<file path="config.mk">
export PLATFORM = sky130hd
export DESIGN_NAME = booth_seq_controller_flat
export DESIGN_NICKNAME = d
export VERILOG_FILES = /design/src/rtl/booth_pkg.sv /design/src/rtl/booth_seq_controller_if.sv /design/src/rtl/booth_step.sv /design/src/rtl/booth_seq_controller.sv /design/src/flat_wrapper.sv
export SDC_FILE = /design/constraint.sdc
export NUM_CORES = 1
export LEC_CHECK = 0
export ABC_AREA = 1
export ABC_CLOCK_PERIOD_IN_PS = 8460
export BUFFER_PORTS_ARGS = -buffer_cell sky130_fd_sc_hd__buf_2
export CAP_MARGIN = 20
export CORE_MARGIN = 3
export CORE_UTILIZATION = 50
export CTS_CLUSTER_SIZE = 25
export DETAILED_ROUTE_END_ITERATION = 8
export GPL_TIMING_DRIVEN = 0
export PLACE_DENSITY = 0.71
export SYNTH_ARGS = -nofsm -noshare
export SYNTH_HDL_FRONTEND = slang
export SYNTH_SLANG_ARGS = --single-unit
</file>
<file path="constraint.sdc">
create_clock -name clk -period 8.46 [get_ports clk]
set_input_delay 0.846 -clock clk [delete_from_list [all_inputs] [get_ports clk]]
set_output_delay 0.846 -clock clk [all_outputs]
set_load 0.02 [all_outputs]
</file>
<file path="src/rtl/booth_pkg.sv">
// Shared types and constants for the sequential radix-2 Booth multiplier.
package booth_pkg;

  localparam int DEF_WIDTH = 32;

  typedef enum logic [1:0] {
    ST_IDLE = 2'd0,
    ST_RUN  = 2'd1,
    ST_DONE = 2'd2
  } state_t;

  // Booth pair {Q[0], Q-1} encodings
  localparam logic [1:0] BOOTH_NOP = 2'b00;
  localparam logic [1:0] BOOTH_ADD = 2'b01;
  localparam logic [1:0] BOOTH_SUB = 2'b10;

endpackage

</file>
<file path="src/rtl/booth_seq_controller_if.sv">
// Operand/product handshake bundle between a producer/consumer and the Booth controller.
interface booth_seq_controller_if
  import booth_pkg::*;
#(
  parameter int WIDTH = DEF_WIDTH
);
  logic                   inValid;
  logic                   inReady;
  logic [WIDTH-1:0]       a;
  logic [WIDTH-1:0]       b;
  logic                   outValid;
  logic                   outReady;
  logic [2*WIDTH-1:0]     product;
  logic                   busy;

  modport master (
    output inValid, a, b, outReady,
    input  inReady, outValid, product, busy
  );

  modport slave (
    input  inValid, a, b, outReady,
    output inReady, outValid, product, busy
  );
endinterface

</file>
<file path="src/rtl/booth_step.sv">
// One combinational radix-2 Booth step: add/sub M per {Q[0],Q-1}, then arithmetic shift right.
module booth_step
  import booth_pkg::*;
#(
  parameter int WIDTH = DEF_WIDTH
) (
  input  logic [WIDTH:0]   acc,
  input  logic [WIDTH-1:0] q,
  input  logic             qm1,
  input  logic [WIDTH:0]   m,
  output logic [WIDTH:0]   acc_next,
  output logic [WIDTH-1:0] q_next,
  output logic             qm1_next
);

  logic [WIDTH:0] sum_s;

  // Add or subtract the multiplicand according to the Booth pair
  always_comb begin
    sum_s = acc;
    case ({q[0], qm1})
      BOOTH_ADD: sum_s = acc + m;
      BOOTH_SUB: sum_s = acc - m;
      BOOTH_NOP: sum_s = acc;
      default:   sum_s = acc;
    endcase
  end

  // Arithmetic shift of {A,Q,Q-1}; A's MSB is replicated
  always_comb begin
    acc_next = {sum_s[WIDTH], sum_s[WIDTH:1]};
    q_next   = {sum_s[0], q[WIDTH-1:1]};
    qm1_next = q[0];
  end

endmodule

</file>
<file path="src/rtl/booth_seq_controller.sv">
// Sequencing controller for a multi-cycle radix-2 Booth signed multiplier with valid/ready handshakes.
module booth_seq_controller
  import booth_pkg::*;
#(
  parameter int WIDTH = DEF_WIDTH
) (
  input  logic                   clk,
  input  logic                   resetN,
  booth_seq_controller_if.slave  bus
);

  localparam int CW = (WIDTH > 1) ? $clog2(WIDTH) : 1;
  localparam logic [CW-1:0] LAST_COUNT = CW'(WIDTH - 1);

  state_t               state_r;
  state_t               state_next_s;
  logic [WIDTH:0]       acc_r;
  logic [WIDTH-1:0]     q_r;
  logic                 qm1_r;
  logic [WIDTH:0]       m_r;
  logic [CW-1:0]        count_r;
  logic [2*WIDTH-1:0]   product_r;

  logic [WIDTH:0]       acc_next_s;
  logic [WIDTH-1:0]     q_next_s;
  logic                 qm1_next_s;
  logic                 accept_s;
  logic                 last_step_s;

  booth_step #(.WIDTH(WIDTH)) u_step (
    .acc      (acc_r),
    .q        (q_r),
    .qm1      (qm1_r),
    .m        (m_r),
    .acc_next (acc_next_s),
    .q_next   (q_next_s),
    .qm1_next (qm1_next_s)
  );

  assign accept_s    = (state_r == ST_IDLE) && bus.inValid;
  assign last_step_s = (count_r == LAST_COUNT);

  // State register
  always_ff @(posedge clk) begin
    if (!resetN) begin
      state_r <= ST_IDLE;
    end else begin
      state_r <= state_next_s;
    end
  end

  // Next-state logic
  always_comb begin
    state_next_s = state_r;
    case (state_r)
      ST_IDLE: begin
        if (bus.inValid) begin
          state_next_s = ST_RUN;
        end else begin
          state_next_s = ST_IDLE;
        end
      end
      ST_RUN: begin
        if (last_step_s) begin
          state_next_s = ST_DONE;
        end else begin
          state_next_s = ST_RUN;
        end
      end
      ST_DONE: begin
        if (bus.outReady) begin
          state_next_s = ST_IDLE;
        end else begin
          state_next_s = ST_DONE;
        end
      end
      default: state_next_s = ST_IDLE;
    endcase
  end

  // Handshake outputs decoded from state only (inReady also gated by reset)
  always_comb begin
    bus.inReady  = 1'b0;
    bus.outValid = 1'b0;
    bus.busy     = 1'b0;
    case (state_r)
      ST_IDLE: bus.inReady  = resetN;
      ST_RUN:  bus.busy     = 1'b1;
      ST_DONE: begin
        bus.outValid = 1'b1;
        bus.busy     = 1'b1;
      end
      default: bus.inReady = 1'b0;
    endcase
  end

  assign bus.product = product_r;

  // Operand load, Booth iteration, counter and product capture
  always_ff @(posedge clk) begin
    if (!resetN) begin
      acc_r     <= '0;
      q_r       <= '0;
      qm1_r     <= 1'b0;
      m_r       <= '0;
      count_r   <= '0;
      product_r <= '0;
    end else begin
      case (state_r)
        ST_IDLE: begin
          if (accept_s) begin
            m_r     <= {bus.a[WIDTH-1], bus.a};
            q_r     <= bus.b;
            acc_r   <= '0;
            qm1_r   <= 1'b0;
            count_r <= '0;
          end
        end
        ST_RUN: begin
          acc_r   <= acc_next_s;
          q_r     <= q_next_s;
          qm1_r   <= qm1_next_s;
          count_r <= count_r + CW'(1);
          // Final step: product taken straight from the step outputs
          if (last_step_s) begin
            product_r <= {acc_next_s[WIDTH-1:0], q_next_s};
          end
        end
        ST_DONE: begin
          product_r <= product_r;
        end
        default: begin
          count_r <= '0;
        end
      endcase
    end
  end

endmodule

</file>
<file path="src/flat_wrapper.sv">
// flat-port wrapper written by rule: the top's interface ports become plain ports
module booth_seq_controller_flat import booth_pkg::*;
#(
  parameter int WIDTH = DEF_WIDTH
)
  (clk, resetN, bus_inValid, bus_a, bus_b, bus_outReady, bus_inReady, bus_outValid, bus_product, bus_busy);
  booth_seq_controller_if #(.WIDTH(WIDTH)) bus_i ();
  input  logic clk;
  input  logic resetN;
  input wire logic [$bits(bus_i.inValid)-1:0] bus_inValid;
  input wire logic [$bits(bus_i.a)-1:0] bus_a;
  input wire logic [$bits(bus_i.b)-1:0] bus_b;
  input wire logic [$bits(bus_i.outReady)-1:0] bus_outReady;
  output wire logic [$bits(bus_i.inReady)-1:0] bus_inReady;
  output wire logic [$bits(bus_i.outValid)-1:0] bus_outValid;
  output wire logic [$bits(bus_i.product)-1:0] bus_product;
  output wire logic [$bits(bus_i.busy)-1:0] bus_busy;
  assign bus_i.inValid = bus_inValid;
  assign bus_i.a = bus_a;
  assign bus_i.b = bus_b;
  assign bus_i.outReady = bus_outReady;
  assign bus_inReady = bus_i.inReady;
  assign bus_outValid = bus_i.outValid;
  assign bus_product = bus_i.product;
  assign bus_busy = bus_i.busy;
  booth_seq_controller #(.WIDTH(WIDTH)) u_core (.clk(clk), .resetN(resetN), .bus(bus_i));
endmodule
</file>
==> run metrics, run 1 <==
# IOs 135; Critical R2R Launch u_core.qm1_r$_SDFFE_PN0P_; most common cell after layout, fill and taps aside nand2_1; TritonCTS Sinks between 150 and 200; Critical R2R Capture u_core.bus.product[60]$_SDFFE_PN0P_; WL final between 20000 and 30000 um; Hold Startpoint u_core.qm1_r$_SDFFE_PN0P_; die span in y approximately 140 um; CP endpoint kind register; PortBufs roughly 130; Main synth FF type dfxtp_1; routed len/inst between 15 and 20 um; #FFs+latches synth between 150 and 200; Post-Route Skew 0.0108 ns; Final Hold Fails 0; Overall Global Routing Usage a little over a quarter; Vias 9952; 1st-pass router iterations 6; total CTS buffers 17; hpwl dp between 20000 and 25000 um; H-tree lvl count 4; post-route setup TNS 0 ns; Netlist cell types 47; Clock Path Buffers 2; Worst Hold End u_core.qm1_r$_SDFFE_PN0P_; register area share after synthesis 35.1%; Leak Pwr 5.25 nW; total grt overflow 0; diodes inserted 0; Post-CTS Setup Bufs 0; synth-to-layout area growth 16.0%; row count ~50; Min-Delay Path Depth 2; Syn Area/Cell approximately 6.6 um2; CTS tree built; hold_buf cts 0; max-cap violation count 0; Cell Chain, Critical Path inv_1 > ha_1 > clkbuf_1 > inv_1 > clkbuf_1 > o21ai_0 > xor2_1 > ha_1 > nand2_1 > nor2_1 > nand2_1 > nor4_1 > nand2_1 > nand3_1 > nand3_1 > nand2_1 > nand2_1 > nand2_1 > inv_1; clock slew at reported path FFs 0.07 ns; reg2reg setup slack roughly 4.5 ns; maximum fanout along the worst path 10; fin crit share a little under half; Largest stage delay, worst path between 0.4 and 0.5 ns; final setup fails 0; Synthesized Nets 1558; Synth Instances roughly 1400; Clock Latency Late Sink approximately 0.44 ns; fmax approximately 250 MHz; Critical Path AT 4.30 ns; EDFF count, synth 0; clock root buffer clkbuf_16; Slowest cell on crit path clkbuf_1; largest net degree at the start of global routing 19; Via-to-Cell Ratio approximately 5.4; initial antenna violation count 0; DR iter-0 viols 628; post-layout net count approximately 1700; FFs w/ async S/R, synth 0%; Slew Limit Fails 0; Rel. slew slack around 57%; initial core utilization a little over half; Core Footprint approximately 18000 um2; Antenna Violating Nets Remaining 0; Pwr Density 189 nW/um2; r2r worst-path depth 19; yosys warns 0; worst slew pin tran roughly 0.65 ns; min-delay worst type reg -> reg; die area between 20000 and 25000 um2; vias in the first global route between 9000 and 10000; worst path required time slightly below 9 ns; Final Critical Period between 3 and 4 ns; Worst Setup Path Type reg -> reg; post-synth top area cell dfxtp_1; RSZ-0062 raised after global routing false; DRC 0; status complete, no violations; share of layout cells above drive strength 1 about 15%; Netlist Area Pre-Place around 9600 um2; GP Congestion 0.926; most frequent cells in the layout nand2_1, nor2_1, dfxtp_1; crit-path most repeated cell nand2_1; first-pass GRT wire length about 45000 um; non-filler cells, final between 1500 and 2000; post_cts resized 0; Final Core Density about 60%; Chip Width around 140 um; kind of start point of the critical path register; worst vdd ir 0.147 mV; Synth top area share between 30% and 40%; placed instance count 1811; top cells by area, synth dfxtp_1, nand2_1, nor2_1
[Yosys cell counts (5+ instances only)]
| master | instances |
|---|---|
| o211ai_1 | 6 |
| inv_2 | 16 |
| or2_2 | 14 |
| nor3_1 | 8 |
| a31oi_1 | 32 |
| nor2_1 | 233 |
| clkbuf_1 | 55 |
| buf_2 | 6 |
| ha_1 | 40 |
| a21oi_2 | 8 |
| xor2_1 | 18 |
| nor4_1 | 6 |
| a21o_1 | 7 |
| nand3_1 | 60 |
| inv_1 | 113 |
| o22ai_1 | 6 |
| nand2_1 | 330 |
| dfxtp_1 | 168 |
| nand2_2 | 17 |
| o21ai_1 | 25 |
| o21bai_1 | 6 |
| a21oi_1 | 90 |
| nand4_1 | 5 |
| o21ai_0 | 131 |
| xnor2_1 | 16 |
[metal layers]
metal	GRT usage [%]	vias to the layer above	share of wire [%]
met5	0	-	0
met4	9.13	0	2.7
met3	4.89	44	6.1
met2	41.7	303	44
met1	37.9	4564	47
li1	-	5041	-
[stage by stage]
step	hold slack, ns	cell area [um2]	power, W	worst slack [ns]
2_1_floorplan	0.441	9580	0.00121	5.56
3_3_place_gp	0.452	10500	0.00133	4.72
3_5_place_dp	0.461	10500	0.00134	4.64
4_1_cts	0.471	11100	0.00211	4.61
5_1_grt	0.493	11100	0.00220	4.22
6_report	0.471	11100	0.00210	4.50
[flip-flops by register name, summed over array words and instances, names as in the netlist]
signal / cells
u_core.qm1_r: 1
u_core.bus.product: 64
u_core.m_r: 32
u_core.state_r: 2
u_core.count_r: 5
u_core.acc_r: 32
u_core.q_r: 32
[critical path: cells and delay by family, from the launching register on]
| family | cells | cell delay [ns] |
|---|---|---|
| adders and majority gates | 2 | 0.58 |
| xor gates and xnor gates | 1 | 0.21 |
| and+or+nand+nor | 10 | 1.32 |
| AOI/OAI and AO/OA | 1 | 0.22 |
| DFF | 1 | 0.33 |
| buffers and inverters | 5 | 1.20 |
[kinds of logic after synthesis]
family                   after synthesis  synth area share (%)
adder cells (fa/ha/maj)               41                  5.43
XOR/XNOR                              34                  3.11
AND/OR/NAND/NOR                      691                  30.1
flip-flops                           168                  35.1
AO/OA/AOI/OAI                        319                  18.5
buffers and inverters                196                  7.80
[how the worst max path moves through the flow]
stage                         startpoint                                  end  slack [ns]  depth (start not counted)
2_1_floorplan  u_core.qm1_r$_SDFFE_PN0P_  u_core.bus.product[63]$_SDFFE_PN0P_        5.56                         20
3_3_place_gp   u_core.qm1_r$_SDFFE_PN0P_  u_core.bus.product[63]$_SDFFE_PN0P_        4.72                         20
3_5_place_dp   u_core.qm1_r$_SDFFE_PN0P_  u_core.bus.product[63]$_SDFFE_PN0P_        4.64                         20
4_1_cts        u_core.qm1_r$_SDFFE_PN0P_  u_core.bus.product[60]$_SDFFE_PN0P_        4.61                         19
5_1_grt        u_core.qm1_r$_SDFFE_PN0P_  u_core.bus.product[56]$_SDFFE_PN0P_        4.22                         19
6_report       u_core.qm1_r$_SDFFE_PN0P_  u_core.bus.product[60]$_SDFFE_PN0P_        4.50                         19
[power breakdown]
| part | internal, W | leakage (nW) | total [W] | switching (W) |
|---|---|---|---|---|
| combinational | 0.000159 | 3.60 | 0.000470 | 0.000311 |
| clock | 0.000394 | 0.280 | 0.000772 | 0.000378 |
| sequential | 0.000825 | 1.37 | 0.000858 | 0.0000324 |
[cell type report]
cell class / instances / area (um2)
timing repair buffer: 133 / 666
tap: 229 / 287
clock inverter: 15 / 158
inverter: 130 / 488
sequential: 168 / 3360
multi-input combinational: 1085 / 5470
buffer: 66 / 259
fill: 1803 / 7280
clock buffer: 17 / 425
(Power assumes the default switching activity.)
==> inputs of run 2 (changes only) <==
--- a/config.mk
+++ b/config.mk
@@ -6,7 +6,7 @@
 export NUM_CORES = 1
 export LEC_CHECK = 0
 export ABC_AREA = 1
-export ABC_CLOCK_PERIOD_IN_PS = 8460
+export ABC_CLOCK_PERIOD_IN_PS = 3650
 export BUFFER_PORTS_ARGS = -buffer_cell sky130_fd_sc_hd__buf_2
 export CAP_MARGIN = 20
 export CORE_MARGIN = 3
==> constraint.sdc (replaced) <==
create_clock -name clk -period 3.65 [get_ports clk]
set_input_delay 0.365 -clock clk [delete_from_list [all_inputs] [get_ports clk]]
set_output_delay 0.365 -clock clk [all_outputs]
set_load 0.02 [all_outputs]
==> run metrics, run 2 (synthesis gave the netlist of run 1 again) <==
status complete, no violations (unchanged); Clock Path Buffers 2 (unchanged); Antenna Violating Nets Remaining 0 (unchanged); Via-to-Cell Ratio 5.36 (was 5.40); CP top delay family simple AND/OR/NAND/NOR gates (unchanged); routed len/inst 15.4 um (about the same); fmax 290 MHz (was 252 MHz); max-cap violation count 0 (unchanged); H-tree lvl count 4 (unchanged); synth-to-layout area growth 17.0% (was 16.0%); Chip Width 144 um (unchanged); clock root buffer clkbuf_16 (unchanged); Final WS setup 0.201 ns (was 4.50 ns); crit-path most repeated cell nand2_1 (unchanged); maximum fanout along the worst path 10 (unchanged); worst slew pin tran 0.636 ns (was 0.651 ns); Min Hold Slack 0.170 ns (was 0.471 ns); min-delay worst type in -> reg (was reg -> reg); kind of start point of the critical path register (unchanged); Rel. slew slack 57.6% (was 56.6%); DRC 0 (unchanged); CP endpoint kind register (unchanged); fin crit share 94.5% (was 46.8%); row count 49 (unchanged); most frequent cells in the layout nand2_1, nor2_1, dfxtp_1 (unchanged); pre-CTS setup slack -0.168 ns (was 4.64 ns); Cell Chain, Critical Path ha_2 > clkinvlp_4 > clkbuf_2 > nand2_1 > xor2_1 > ha_1 > a21oi_1 > nand2_1 > nand2_1 > nand2_1 > a21oi_1 > nand2_1 > nand2_1 > nand3_1 > nand2_1 > nand2_2 > o21ai_1 > inv_1 (was inv_1 > ha_1 > clkbuf_1 > inv_1 > clkbuf_1 > o21ai_0 > xor2_1 > ha_1 > nand2_1 > nor2_1 > nand2_1 > nor4_1 > nand2_1 > nand3_1 > nand3_1 > nand2_1 > nand2_1 > nand2_1 > inv_1); Critical Path AT 3.78 ns (was 4.30 ns); die area 20900 um2 (unchanged); first-pass GRT wire length 44500 um (about the same); Final Critical Period 3.45 ns (was 3.96 ns); Largest register FFs 64 (unchanged); hpwl dp 22300 um (unchanged); total CTS buffers 17 (unchanged); area of the multi-input gates 5530 um2 (was 5470 um2); initial antenna violation count 0 (unchanged); Slew Limit Fails 0 (unchanged); vias in the first global route 8999 (was 9003); post-layout net count 1713 (was 1710); Final Hold Fails 0 (unchanged); PortBufs 133 (unchanged); initial core utilization 52.1% (unchanged); Fillers 1803 (unchanged); die span in y 144 um (unchanged); non-filler cells, final 1847 (was 1843); # IOs 135 (unchanged); most common cell after layout, fill and taps aside nand2_1 (unchanged); worst path required time 3.99 ns (was 8.80 ns); Clock Latency Late Sink 0.44 ns (about the same); total grt overflow 0 (unchanged); CP Buf/Inv Count 3 (was 5); Vias 9905 (was 9952); Core Footprint 18400 um2 (unchanged); DR iter-0 viols 666 (was 628); Pwr Density 436 nW/um2 (was 189 nW/um2); Worst Setup Path Type reg -> reg (unchanged); WL final 28500 um (was 28400 um); clock slew at reported path FFs 0.08 ns (was 0.07 ns); largest net degree at the start of global routing 19 (unchanged); placed instance count 1811 (unchanged); Final Core Density 61.0% (was 60.4%); 1st-pass router iterations 5 (was 6); share of layout cells above drive strength 1 16.2% (was 15.1%); TritonCTS Sinks 168 (unchanged); Leak Pwr 5.27 nW (was 5.25 nW); Sequential Area 3360 um2 (unchanged); hold_buf cts 0 (unchanged); Largest stage delay, worst path 0.38 ns (was 0.49 ns); Post-Route Skew 0.0125 ns (was 0.0108 ns); Overall Global Routing Usage 27.0% (unchanged); GP Congestion 0.926 (unchanged); final setup fails 0 (unchanged); CTS tree built (unchanged); Slowest cell on crit path dfxtp_1 (was clkbuf_1); worst vdd ir 0.334 mV (was 0.147 mV)
-- run 2: cell types whose count changed in the layout (fill, tap and decap cells not counted), sizes merged --
| cell | previous run | this run |
|---|---|---|
| diode | 0 | 1 |
| inv | 136 | 135 |
| buf | 144 | 148 |
| clkbuf | 72 | 71 |
| clkinvlp | 2 | 3 |
-- run 2: cell type report --
type / count / share of cell area, %
multi-input cells: 1085 / 49.3
flip-flops and latches: 168 / 30.0
repair buffers: 137 / 6.21
inverters: 130 / 4.39
clock buffers: 17 / 3.79
well taps: 229 / 2.56
plain buffers: 65 / 2.29
clock inverters: 15 / 1.41
diodes: 1 / 0.0223
-- run 2: repair_timing --
action / in CTS / in global routing
cloned: 0 / 0
gates resized for setup: 1 / 17
pin swaps: 0 / 2
buffers inserted: 0 / 4
endpoints found under the setup margin: 20 / 35
-- run 2: worst paths after layout --
check | start | end | slack (ns) | cells past startpoint
max | u_core.q_r[0]$_SDFFE_PN0P_ | u_core.bus.product[63]$_SDFFE_PN0P_ | 0.20 | 18
min | bus_a[22] | u_core.m_r[22]$_SDFFE_PN0P_ | 0.17 | 3
max reg2reg | u_core.q_r[0]$_SDFFE_PN0P_ | u_core.bus.product[63]$_SDFFE_PN0P_ | 0.20 | 18
min reg2reg | u_core.qm1_r$_SDFFE_PN0P_ | u_core.qm1_r$_SDFFE_PN0P_ | 0.47 | 2
-- run 2: layer usage --
metal  global-route usage, %  up-vias  share of wire, %
met4                    9.13        0               2.9
met1                    38.0     4526                47
met5                       0        -                 0
met2                    41.7      289                44
li1                        -     5040                 -
met3                    4.89       50               6.2
-- run 2: metrics by stage --
step | power (W) | cell area [um2] | setup TNS (ns)
2_1_floorplan | 0.00281 | 9580 | 0
3_3_place_gp | 0.00309 | 10500 | -0.426
3_5_place_dp | 0.00311 | 10500 | -1.08
4_1_cts | 0.00488 | 11100 | 0
5_1_grt | 0.00513 | 11200 | -0.0169
6_report | 0.00489 | 11200 | 0
-- run 2: report_power, final --
part	internal, W	switching, W
Clock	0.000913	0.000879
Sequential	0.00191	0.0000755
Combinational	0.000381	0.000732
-- run 2: worst min-delay path: cells and delay by family --
kind / cells / cell delay, ns
buf+inv: 1 / 0.07
simple gates: 1 / 0.07
compound gates: 1 / 0.07
